==> src/rtl/remote_comm_pkg.sv <==
// Shared definitions for the remote-control link: response and command
// constants used by benches, UART frame length and the transmit FSM state type.
package remote_comm_pkg;

  localparam logic [7:0]  POS_ACK       = 8'hA5;   // robot positive acknowledge
  localparam logic [15:0] CMD_CALIBRATE = 16'h2000;
  localparam logic [15:0] CMD_MOVE      = 16'h47F3;

  // start + 8 data + stop
  localparam int unsigned FRAME_BITS = 10;

  typedef enum logic [1:0] {
    IDLE = 2'd0,
    HIGH = 2'd1,
    LOW  = 2'd2
  } tx_state_t;

endpackage

==> src/rtl/remote_comm_uart.sv <==
// 8N1 UART: one transmitter and one receiver running independently.
// Ports:
//   clk, rst     clock, asynchronous active-high reset
//   RX           serial input (idles high)
//   TX           serial output (idles high)
//   trmt         one-cycle request to send tx_data (honoured only when idle)
//   tx_data      byte to send
//   tx_done      one-cycle pulse on the cycle after the stop bit ends
//   rx_rdy       high while rx_data holds a freshly received byte
//   rx_data      last received byte
//   clr_rx_rdy   clears rx_rdy
module remote_comm_uart
  import remote_comm_pkg::*;
#(
  parameter int unsigned BAUD_DIV = 2604
) (
  input  logic       clk,
  input  logic       rst,
  input  logic       RX,
  output logic       TX,
  input  logic       trmt,
  input  logic [7:0] tx_data,
  output logic       tx_done,
  output logic       rx_rdy,
  output logic [7:0] rx_data,
  input  logic       clr_rx_rdy
);

  localparam int unsigned CW = $clog2(BAUD_DIV + 1);

  // ---------------- transmitter ----------------
  logic          tx_busy;
  logic [CW-1:0] tx_baud;
  logic [3:0]    tx_bits;
  logic [8:0]    tx_shift;

  always_ff @(posedge clk or posedge rst) begin
    if (rst) begin
      tx_busy  <= 1'b0;
      tx_baud  <= '0;
      tx_bits  <= '0;
      tx_shift <= '1;
      TX       <= 1'b1;
      tx_done  <= 1'b0;
    end else begin
      tx_done <= 1'b0;
      if (!tx_busy) begin
        if (trmt) begin
          tx_busy  <= 1'b1;
          tx_baud  <= '0;
          tx_bits  <= '0;
          tx_shift <= {1'b1, tx_data};   // stop bit rides in behind the data
          TX       <= 1'b0;              // start bit
        end
      end else if (tx_baud == CW'(BAUD_DIV - 1)) begin
        tx_baud <= '0;
        if (tx_bits == 4'(FRAME_BITS - 1)) begin
          tx_busy <= 1'b0;
          tx_done <= 1'b1;
          TX      <= 1'b1;
        end else begin
          tx_bits  <= tx_bits + 4'd1;
          TX       <= tx_shift[0];
          tx_shift <= {1'b1, tx_shift[8:1]};
        end
      end else begin
        tx_baud <= tx_baud + 1'b1;
      end
    end
  end

  // ---------------- receiver ----------------
  logic          rx_s1, rx_s2, rx_prev;
  logic          rx_busy;
  logic [CW-1:0] rx_baud;
  logic [3:0]    rx_bits;
  logic [8:0]    rx_shift;
  logic          start_edge;

  assign start_edge = !rx_busy && rx_prev && !rx_s2;

  always_ff @(posedge clk or posedge rst) begin
    if (rst) begin
      rx_s1    <= 1'b1;
      rx_s2    <= 1'b1;
      rx_prev  <= 1'b1;
      rx_busy  <= 1'b0;
      rx_baud  <= '0;
      rx_bits  <= '0;
      rx_shift <= '0;
      rx_data  <= '0;
      rx_rdy   <= 1'b0;
    end else begin
      rx_s1   <= RX;
      rx_s2   <= rx_s1;
      rx_prev <= rx_s2;
      if (start_edge || clr_rx_rdy)
        rx_rdy <= 1'b0;
      if (start_edge) begin
        rx_busy <= 1'b1;
        rx_baud <= CW'(BAUD_DIV / 2 - 1);   // first sample lands mid start bit
        rx_bits <= '0;
      end else if (rx_busy) begin
        if (rx_baud == '0) begin
          rx_baud  <= CW'(BAUD_DIV - 1);
          rx_shift <= {rx_s2, rx_shift[8:1]};
          // 10th sample is the stop bit: start sits in [0], data in [8:1]
          if (rx_bits == 4'(FRAME_BITS - 1)) begin
            rx_busy <= 1'b0;
            rx_data <= rx_shift[8:1];
            rx_rdy  <= 1'b1;
          end else begin
            rx_bits <= rx_bits + 4'd1;
          end
        end else begin
          rx_baud <= rx_baud - 1'b1;
        end
      end
    end
  end

endmodule

==> src/rtl/remote_comm.sv <==
// Remote-control transmitter: sends a 16-bit command as two UART bytes
// (high byte first) and presents the robot's single-byte response.
// Ports:
//   clk, rst   clock, asynchronous active-high reset
//   RX         serial data from the robot
//   TX         serial data to the robot
//   cmd        command word, sampled when snd_cmd is accepted
//   snd_cmd    one-cycle send request (ignored while a command is in flight)
//   cmd_snt    set once both bytes have gone out, cleared by reset/new send
//   resp_rdy   high while resp holds an unacknowledged received byte
//   resp       last received byte
module remote_comm
  import remote_comm_pkg::*;
#(
  parameter int unsigned BAUD_DIV = 2604
) (
  input  logic        clk,
  input  logic        rst,
  input  logic        RX,
  output logic        TX,
  input  logic [15:0] cmd,
  input  logic        snd_cmd,
  output logic        cmd_snt,
  output logic        resp_rdy,
  output logic [7:0]  resp
);

  tx_state_t  state;
  logic [7:0] low_byte;
  logic       trmt;
  logic       tx_done;
  logic [7:0] tx_data;

  // High byte goes straight from cmd; the low byte comes from the holding
  // register so a changing cmd cannot disturb the command in flight.
  always_comb begin
    trmt    = 1'b0;
    tx_data = cmd[15:8];
    case (state)
      IDLE: trmt = snd_cmd;
      HIGH: begin
        trmt    = tx_done;
        tx_data = low_byte;
      end
      LOW:     tx_data = low_byte;
      default: ;
    endcase
  end

  always_ff @(posedge clk or posedge rst) begin
    if (rst) begin
      state    <= IDLE;
      low_byte <= '0;
      cmd_snt  <= 1'b0;
    end else begin
      case (state)
        IDLE: if (snd_cmd) begin
          low_byte <= cmd[7:0];
          cmd_snt  <= 1'b0;
          state    <= HIGH;
        end
        HIGH: if (tx_done) state <= LOW;
        LOW: if (tx_done) begin
          cmd_snt <= 1'b1;
          state   <= IDLE;
        end
        default: state <= IDLE;
      endcase
    end
  end

  remote_comm_uart #(.BAUD_DIV(BAUD_DIV)) u_uart (
    .clk        (clk),
    .rst        (rst),
    .RX         (RX),
    .TX         (TX),
    .trmt       (trmt),
    .tx_data    (tx_data),
    .tx_done    (tx_done),
    .rx_rdy     (resp_rdy),
    .rx_data    (resp),
    .clr_rx_rdy (snd_cmd)
  );

endmodule

==> config.mk <==
export PLATFORM = sky130hd
export DESIGN_NAME = remote_comm
export DESIGN_NICKNAME = d
export VERILOG_FILES = /design/src/rtl/remote_comm_pkg.sv /design/src/rtl/remote_comm_uart.sv /design/src/rtl/remote_comm.sv
export SDC_FILE = /design/constraint.sdc
export NUM_CORES = 1
export LEC_CHECK = 0
export CELL_PAD_IN_SITES_DETAIL_PLACEMENT = 0
export CELL_PAD_IN_SITES_GLOBAL_PLACEMENT = 2
export CORE_ASPECT_RATIO = 0.5
export CORE_MARGIN = 1.5
export CORE_UTILIZATION = 38
export DETAILED_ROUTE_END_ITERATION = 7
export GPL_TIMING_DRIVEN = 0
export PLACE_DENSITY = 0.89
export SKIP_CTS_REPAIR_TIMING = 1
export SLEW_MARGIN = 40
export SYNTH_ARGS = -nofsm -noshare
export SYNTH_HDL_FRONTEND = slang
export SYNTH_SLANG_ARGS = --single-unit
==> constraint.sdc <==
create_clock -name clk -period 3.6 [get_ports clk]
set_clock_uncertainty 0.15 [all_clocks]
set_input_delay 0.9 -clock clk [delete_from_list [all_inputs] [get_ports clk]]
set_output_delay 0.9 -clock clk [all_outputs]
set_load 0.005 [all_outputs]
[Word-level counts from Yosys, hierarchy flattened]
Cells that the tools add are included.
Storage, ports and cells
  flip-flop bits (word level): 77
  output and inout port bits: 11
  word-level logic and storage cells: 101
Cells by class
  add/sub/neg operators: 4
  equal/unequal tests: 11
  multiplexer cells: 47
  bitwise gates (word level): 1
  reduce and logical (&&, ||, !) cells: 20
Operators with widths (number)
  2-to-1 mux 12 bit: 6
  2-to-1 mux 9 bit: 4
  2-to-1 mux 4 bit: 8
  2-to-1 mux 1 bit: 22
  AND reduction 3 bit: 5
  adder 12 x 1 -> 12 bit (second input constant): 1
  == test 12 bit (second input constant): 1
  logical NOT 12 bit: 1
  subtractor 12 x 1 -> 12 bit (second input constant): 1
  adder 4 x 1 -> 4 bit (second input constant): 2
  == test 4 bit (second input constant): 2
  2-to-1 mux 8 bit: 1
  nonzero test 2 bit: 4
  2-to-1 mux 2 bit: 3
  inequality test 2 x 1 -> 1 bit (second input constant): 3
  inequality test 2 bit (second input constant): 3
  one-hot mux 2 bit (3 select lines): 1
  one-hot mux 1 bit (2 select lines): 2
  AND reduction 2 bit: 2
  AND reduction 4 bit: 1
  == test 2 x 1 -> 1 bit (second input constant): 1
  == test 2 bit (second input constant): 1
  logical AND 1 bit: 2
  logical NOT 1 bit: 2
  other kinds (4): 4

[Logic depth before layout (Yosys ltp)]
Gate-level depths: netlist of run 1.
  depth in word-level cells: 9
  mapped depth: 7

[Hierarchy]
Synthesis of run 1 repeated with hierarchy kept, for this count alone.
Second synthesis, totals
  cell total of the unflattened synthesis: 344
  area, all modules: 3689.8 um^2
Modules (own cells, without submodules)
  remote_comm_uart: instances 1, cells an instance 296, area an instance 3072.9 um^2
  remote_comm: instances 1, cells an instance 48, area an instance 616.8 um^2

[Worst setup path after synthesis of run 1]
No wires, ideal clock.
  path type: register to register
  start: register u_uart.rx_baud[0]
  end: register u_uart.rx_data[0]
  setup time: 125 ps
  data arrival time: 1996 ps
  required time: 3325 ps
  slack: 1330 ps
  cell stages (with the launch flop): 8
  path buffers: 1
  period minus slack after synthesis: 2270 ps
  path through: dfrtp_1 -> inv_1 -> ha_1 -> or4b_1 -> nor3_2 -> nand2b_1 -> buf_2 -> mux2_2
On the way
  cells in the longest elaborated chain, start to end: 2
Ends and longest elaborated chain
  from (decl): RTL line remote_comm_uart.sv:75  | logic [CW-1:0] rx_baud;
  from (signal assigned): RTL line remote_comm_uart.sv:101  | rx_baud <= CW'(BAUD_DIV / 2 - 1);
  from (signal assigned): RTL line remote_comm_uart.sv:105  | rx_baud <= CW'(BAUD_DIV - 1);
  from (signal assigned): RTL line remote_comm_uart.sv:116  | rx_baud <= rx_baud - 1'b1;
  logical NOT 12 bit: RTL line remote_comm_uart.sv:104  | if (rx_baud == '0) begin
  AND reduction 4 bit (no source line)
  to (signal assigned): RTL line remote_comm_uart.sv:110  | rx_data <= rx_shift[8:1];
  to (decl): RTL line remote_comm_uart.sv:25  | output logic [7:0] rx_data,
Every way passes these cells.
A chain may end at the register's enable or synchronous reset.

[Worst setup path after layout of run 1]
  start: register u_uart.rx_baud[0]
  end: register u_uart.rx_data[7]
Same word-level chain as after synthesis.

==> flow_summary_export.csv, run 1 <==
group,metric,value,unit
job,max_cap_check_violation_count,0,
setup_path,start_kind,"flop",
setup_path,path_max_fanout,10,
finish,syn2layout_area_growth,21.8,%
logic_synthesis,synth_enable_flop_cells,0,
routing,via_count,2792,
grt,antenna_found_initial,0,
setup_path,worstSetupPathType,"reg -> reg",
routing,post_drt_wl_per_cell,14.8,um
timing,final.setup.tns,0,ns
finish,finish.net_count,426,
routing,firstDrtPassIters,4,
finish,finalCoreUtilization,47.8,%
power,worst_ir_drop_vdd,0.000252,V
floorplan,io-pin-count,31,
power,power_density,554,mW/mm2
routing,avgViaCountPerCell,5.23,
timing,period_minus_slack,2.65,ns
clock_network,clock_tree.buffer_depth,2,
outcome,outcome,"finished clean",
clock_network,htreeDepth,3,
floorplan,initial_utilization,39.3,%
routing,drt-initial-drc-count,232,
finish,stdcell_count,534,
placement,placed_cells,518,
logic_synthesis,yosys_register_bits,75,
timing,max_slew.worst_pin.slew,0.715,ns
logic_synthesis,synth.avg_cell_area,10.6,um2
timing,remaining_max_slew_budget_at_the_tightest_pin,51.8,%
logic_synthesis,netlist_area,0.00372,mm2
timing,report.final.hold_viol_count,0,
logic_synthesis,syn_nets,384,
logic_synthesis,dominantRegCellSynth,"dfrtp_1",
clock_network,clk_pin_slew,0.06,ns
placement,gp_routability_congestion,0.821,
clock_network,clock_insertion_delay_worst_skew,0.34,ns
logic_synthesis,synth_seq_area_share,50.8,%
setup_path,arrival,2.72,ns
placement,detailedPlace.worstSlack,0.685,ns
setup_path,cp-end-kind,"flop",
clock_network,clkSinkCount,75,
finish,drive_above_1_share,17.8,%
power,p_leak,2.00,nW
timing,setup_repair_after_global_routing_missed_its_margin,"no",
logic_synthesis,synth_cells,352,
setup_path,worstPathRequired,3.67,ns
placement,portBuffers,30,
timing,final_min_period_over_clock_period,73.7,%
grt,grtUsageTotal,16.3,%
placement,hpwl_detailed,5.48,mm
floorplan,fp.dieArea,0.0104,mm2
clock_network,root_buffer,"clkbuf_16",
floorplan,dieWidth,143,um
floorplan,row_count,25,
routing,antenna_left,0,
timing,finalMaxSlewViolations,0,
logic_synthesis,ys.warnings.count,0,
floorplan,fp.dieH,73.0,um
grt,overflow,0,
worst_hold_path,hold_class,"reg -> reg",
clock_network,tritoncts.num_buffers,9,
grt,grt_max_degree,52,
grt,via_count_of_the_first_global_routing_pass,2733,
timing,final-setup-viol-count,0,
timing,achievable-frequency,377,MHz
grt,global_route_wire_length_before_repair,13.2,mm
floorplan,core_area,0.00948,mm2
finish,diodes,0,
clock_network,cts_tree,"done",
routing,detailed_route_drc_error_count,0,
power,power,2.51,mW
logic_synthesis,ys_types,56,
routing,wl,7.88,mm
logic_synthesis,postSynth.asyncResetShare,100,%
timing,timing.final.ws_setup,0.946,ns
[per-layer routing]
layer	share of wire (%)	up-vias	global-route usage, %
met5	0	-	0
met1	47	1377	20.6
li1	-	1351	-
met4	1.2	0	4.70
met2	48	53	27.5
met3	3.5	11	4.99
[path summary, 6_finish.rpt]
path,from,to,slack [ns],depth (start not counted)
max reg2reg,u_uart.rx_baud[0]$_DFFE_PP0P_,u_uart.rx_data[7]$_DFFE_PP0P_,0.95,7
min in group asynchronous,rst,low_byte[6]$_DFFE_PP0N_,0.74,2
min reg2reg,u_uart.rx_s1$_DFF_PP1_,u_uart.rx_s2$_DFF_PP1_,0.21,0
max,u_uart.rx_baud[0]$_DFFE_PP0P_,u_uart.rx_data[7]$_DFFE_PP0P_,0.95,7
min,u_uart.rx_s1$_DFF_PP1_,u_uart.rx_s2$_DFF_PP1_,0.21,0
max in group asynchronous,rst,u_uart.rx_s2$_DFF_PP1_,2.00,3
[cell usage after synthesis (5+ instances only)]
library cell / number / area share [%]
nor3_1: 8 / 1.1
o21a_1: 5 / 1.0
nand2_1: 51 / 5.1
mux2_4: 7 / 2.8
mux2i_1: 10 / 2.7
a21oi_1: 15 / 2.0
o21ai_0: 24 / 3.2
dfrtp_1: 63 / 42
mux2_2: 20 / 6.0
or4_1: 6 / 1.2
clkbuf_1: 5 / 0.50
dfstp_2: 12 / 8.5
ha_1: 12 / 4.0
inv_1: 17 / 1.7
nand3_1: 9 / 1.2
nor2_1: 15 / 1.5
or3_1: 5 / 0.84
[layout make-up]
class	count	area, um2
clock inverters	7	61.3
flip-flops and latches	75	1890
plain buffers	12	67.6
clock buffers	9	225
repair buffers	31	328
well taps	135	169
inverters	17	68.8
fillers	848	4940
multi-input cells	248	1720
[kinds of logic (layout without fill, tap and decap cells)]
logic type | Yosys count | after routing | synth area share [%]
AND/OR/NAND/NOR | 123 | 123 | 17.0
adder cells (fa/ha/maj) | 12 | 12 | 4.03
AO/OA/AOI/OAI | 74 | 74 | 12.6
flip-flops | 75 | 75 | 50.8
multiplexers | 37 | 37 | 11.6
buffers and inverters | 29 | 76 | 3.53
XOR/XNOR | 2 | 2 | 0.471
[placed cells by master (no fill, tap or decap), types with 4 or more instances in the layout]
| cell type | n |
|---|---|
| ha_1 | 12 |
| nand2b_1 | 4 |
| clkbuf_1 | 5 |
| o21a_1 | 5 |
| nand2_1 | 51 |
| o211ai_1 | 4 |
| or4_1 | 6 |
| or3_1 | 5 |
| clkdlybuf4s50_1 | 30 |
| inv_1 | 16 |
| mux2_2 | 20 |
| nand3_1 | 9 |
| mux2i_1 | 10 |
| nor2_1 | 15 |
| clkbuf_16 | 9 |
| mux2_4 | 7 |
| dfstp_2 | 12 |
| o22ai_1 | 4 |
| dfrtp_1 | 63 |
| a21oi_1 | 15 |
| nor3_1 | 8 |
| o21ai_0 | 24 |
[report_power, final]
group          leakage [nW]  switching (mW)  internal, mW
clock                 0.135           0.382         0.478
sequential            0.921           0.128         0.975
combinational         0.941           0.276         0.271
total                  2.00           0.786          1.72
[per-stage QoR]
step	area, um2	hold slack, ns
3_3_place_gp	4190	0.203
4_1_cts	4530	0.212
6_report	4530	0.207
3_5_place_dp	4240	0.203
2_1_floorplan	3720	0.195
5_1_grt	4530	0.216
[registers in the layout (all words and copies together), names as in the netlist]
name             count
u_uart.rx_data       8
u_uart.rx_busy       1
u_uart.tx_bits       4
u_uart.rx_s1         1
u_uart.tx_baud      12
u_uart.rx_rdy        1
state                2
u_uart.tx_shift      8
low_byte             8
cmd_snt              1
u_uart.rx_bits       4
u_uart.rx_s2         1
u_uart.tx_done       1
u_uart.rx_baud      12
u_uart.rx_prev       1
u_uart.TX            1
u_uart.rx_shift      8
u_uart.tx_busy       1
[worst max-delay path: stages (launching register included)]
cell and delay, ns:
dfrtp_1 0.42, inv_1 0.13, ha_1 0.19, or4b_1 0.59, nor3_2 0.46, nand2b_1 0.09
buf_2 0.21, mux2_2 0.30
Power figures use the tool's default switching activity.
==> run 2: changes to the inputs <==
==> constraint.sdc (replaced) <==
create_clock -name clk -period 2.6 [get_ports clk]
set_clock_uncertainty 0.15 [all_clocks]
set_input_delay 0.65 -clock clk [delete_from_list [all_inputs] [get_ports clk]]
set_output_delay 0.65 -clock clk [all_outputs]
set_load 0.005 [all_outputs]
==> flow_summary_export.csv, run 2 (synthesis results as in run 1) <==
group,metric,value,unit
clock_network,clock_tree.buffer_depth,2,
routing,wl,7.84,mm
timing,final_min_period_over_clock_period,92.4,%
floorplan,dieWidth,143,um
clock_network,htreeDepth,3,
timing,achievable-frequency,416,MHz
clock_network,clkSinkCount,75,
setup_path,cp_cell_sequence,"inv_1 -> ha_1 -> or4b_1 -> nor4_2 -> o21ai_0 -> o2bb2ai_1",
timing,finalMaxSlewViolations,0,
timing,period_minus_slack,2.40,ns
timing,fin_hold_ws,0.207,ns
floorplan,fp.dieArea,0.0104,mm2
floorplan,row_count,25,
setup_path,critPathSlowestCell,"or4b_1",
floorplan,io-pin-count,31,
finish,filler_cell_count,849,
routing,drt-initial-drc-count,163,
grt,grt_max_degree,28,
power,power_density,789,mW/mm2
placement,portBuffers,30,
routing,post_drt_wl_per_cell,14.6,um
floorplan,initial_utilization,39.3,%
clock_network,clock_insertion_delay_worst_skew,0.34,ns
setup_path,arrival,2.48,ns
setup_path,start_kind,"flop",
job,max_cap_check_violation_count,0,
power,cell_internal_pwr,2.58,mW
setup_path,worstSetupPathType,"reg -> reg",
floorplan,fp.dieH,73.0,um
grt,via_count_of_the_first_global_routing_pass,2731,
finish,syn2layout_area_growth,24.6,%
routing,antenna_left,0,
timing,max_slew.worst_pin.slew,0.629,ns
power,power.switching_fraction,29.6,%
power,power.switching,1.08,mW
clock_network,cts_tree,"done",
placement,hpwl_detailed,5.51,mm
timing,final-setup-viol-count,0,
finish,diodes,0,
floorplan,core_area,0.00948,mm2
routing,via_count,2781,
routing,firstDrtPassIters,4,
worst_hold_path,hold_class,"reg -> reg",
power,share_seq_of_total_power,41.8,%
setup_path,cp-end-kind,"flop",
outcome,outcome,"finished clean",
setup_path,path_max_fanout,5,
grt,overflow,0,
clock_network,clk_pin_slew,0.06,ns
finish,seqCellArea,0.00189,mm2
setup_path,largest_stage_delay_on_the_critical_path,0.61,ns
grt,global_route_wire_length_before_repair,13.0,mm
power,worst_ir_drop_vdd,0.000376,V
setup_path,worstPathRequired,2.68,ns
placement,gp_routability_congestion,0.830,
timing,report.final.hold_viol_count,0,
grt,antenna_found_initial,0,
power,clkPwrFrac,37.1,%
timing,setup_repair_after_global_routing_missed_its_margin,"no",
finish,finish.net_count,429,
finish,reg.largest.list,"u_uart.rx_baud x12, u_uart.tx_baud x12",
routing,avgViaCountPerCell,5.18,
clock_network,tritoncts.num_buffers,9,
finish,commonest_cells_after_routing_fill_and_taps_aside,"dfrtp_1 (63), nand2_1 (51), clkdlybuf4s50_1 (30)",
finish,multi_input_area,0.00174,mm2
finish,final_common_cell,"dfrtp_1",
power,share_comb_of_total_power,21.1,%
finish,drive_above_1_share,18.7,%
timing,remaining_max_slew_budget_at_the_tightest_pin,57.6,%
routing,detailed_route_drc_error_count,0,
grt,grtUsageTotal,16.4,%
power,p_leak,2.05,nW
timing,final.setup.tns,0,ns
clock_network,root_buffer,"clkbuf_16",
## run 2: cell types whose count changed in the layout (fill, tap and decap cells not counted), sizes merged
cell and delta:
clkinvlp +1, bufinv +2, inv -3, buf +3
## run 2: layout make-up
type / instances / share of cell area [%]
flip-flops and latches: 75 / 40.8
multi-input cells: 248 / 37.4
repair buffers: 34 / 8.25
clock buffers: 9 / 4.85
well taps: 135 / 3.64
clock inverters: 7 / 2.18
plain buffers: 12 / 1.46
inverters: 17 / 1.46
## run 2: per-layer routing
| metal | global-route usage [%] | vias to the layer above | wire (um) |
|---|---|---|---|
| li1 | - | 1359 | - |
| met1 | 19.9 | 1361 | 3590 |
| met2 | 27.6 | 50 | 3830 |
| met3 | 5.12 | 11 | 290 |
| met4 | 6.76 | 0 | 132 |
| met5 | 0 | - | 0 |
## run 2: through the flow
stage | instances | area [um2] | setup slack [ns] | power (mW) | utilization [%]
3_5_place_dp | 520 | 4290 | -0.0767 | 2.30 | 45.2
4_1_cts | 536 | 4610 | -0.0861 | 3.69 | 48.7
3_3_place_gp | 517 | 4200 | -0.0554 | 2.23 | 44.3
5_1_grt | 537 | 4640 | 0.0308 | 3.87 | 49.0
6_report | 537 | 4640 | 0.198 | 3.66 | 49.0
2_1_floorplan | 352 | 3730 | 0.330 | 2.08 | -
## run 2: path summary, 6_finish.rpt
check,from,endpoint,slack [ns],cells past startpoint
setup / recovery,u_uart.rx_baud[0]$_DFFE_PP0P_,u_uart.rx_bits[1]$_DFFE_PP0P_,0.20,6
hold / removal,u_uart.rx_s1$_DFF_PP1_,u_uart.rx_s2$_DFF_PP1_,0.21,0
max in group asynchronous,rst,u_uart.tx_shift[1]$_DFFE_PP1P_,1.13,4
hold reg to reg,u_uart.rx_s1$_DFF_PP1_,u_uart.rx_s2$_DFF_PP1_,0.21,0
min in group asynchronous,rst,u_uart.rx_bits[0]$_DFFE_PP0P_,0.51,2
setup reg to reg,u_uart.rx_baud[0]$_DFFE_PP0P_,u_uart.rx_bits[1]$_DFFE_PP0P_,0.20,6
## run 2: power by group through the flow
| stage | logic (mW) | clock network (mW) | registers, mW |
|---|---|---|---|
| 2_1_floorplan | 0.584 | 0 | 1.49 |
| 3_3_place_gp | 0.701 | 0 | 1.53 |
| 3_5_place_dp | 0.757 | 0 | 1.55 |
| 4_1_cts | 0.769 | 1.39 | 1.53 |
| 5_1_grt | 0.870 | 1.44 | 1.56 |
| 6_report | 0.772 | 1.36 | 1.53 |
## run 2: critical path: cells and delay by family (launching register included)
family | cells | cell delay (ns)
and+or+nand+nor | 2 | 1.06
DFF | 1 | 0.42
AOI/OAI and AO/OA | 2 | 0.31
adders and majority gates | 1 | 0.21
buffers and inverters | 1 | 0.14
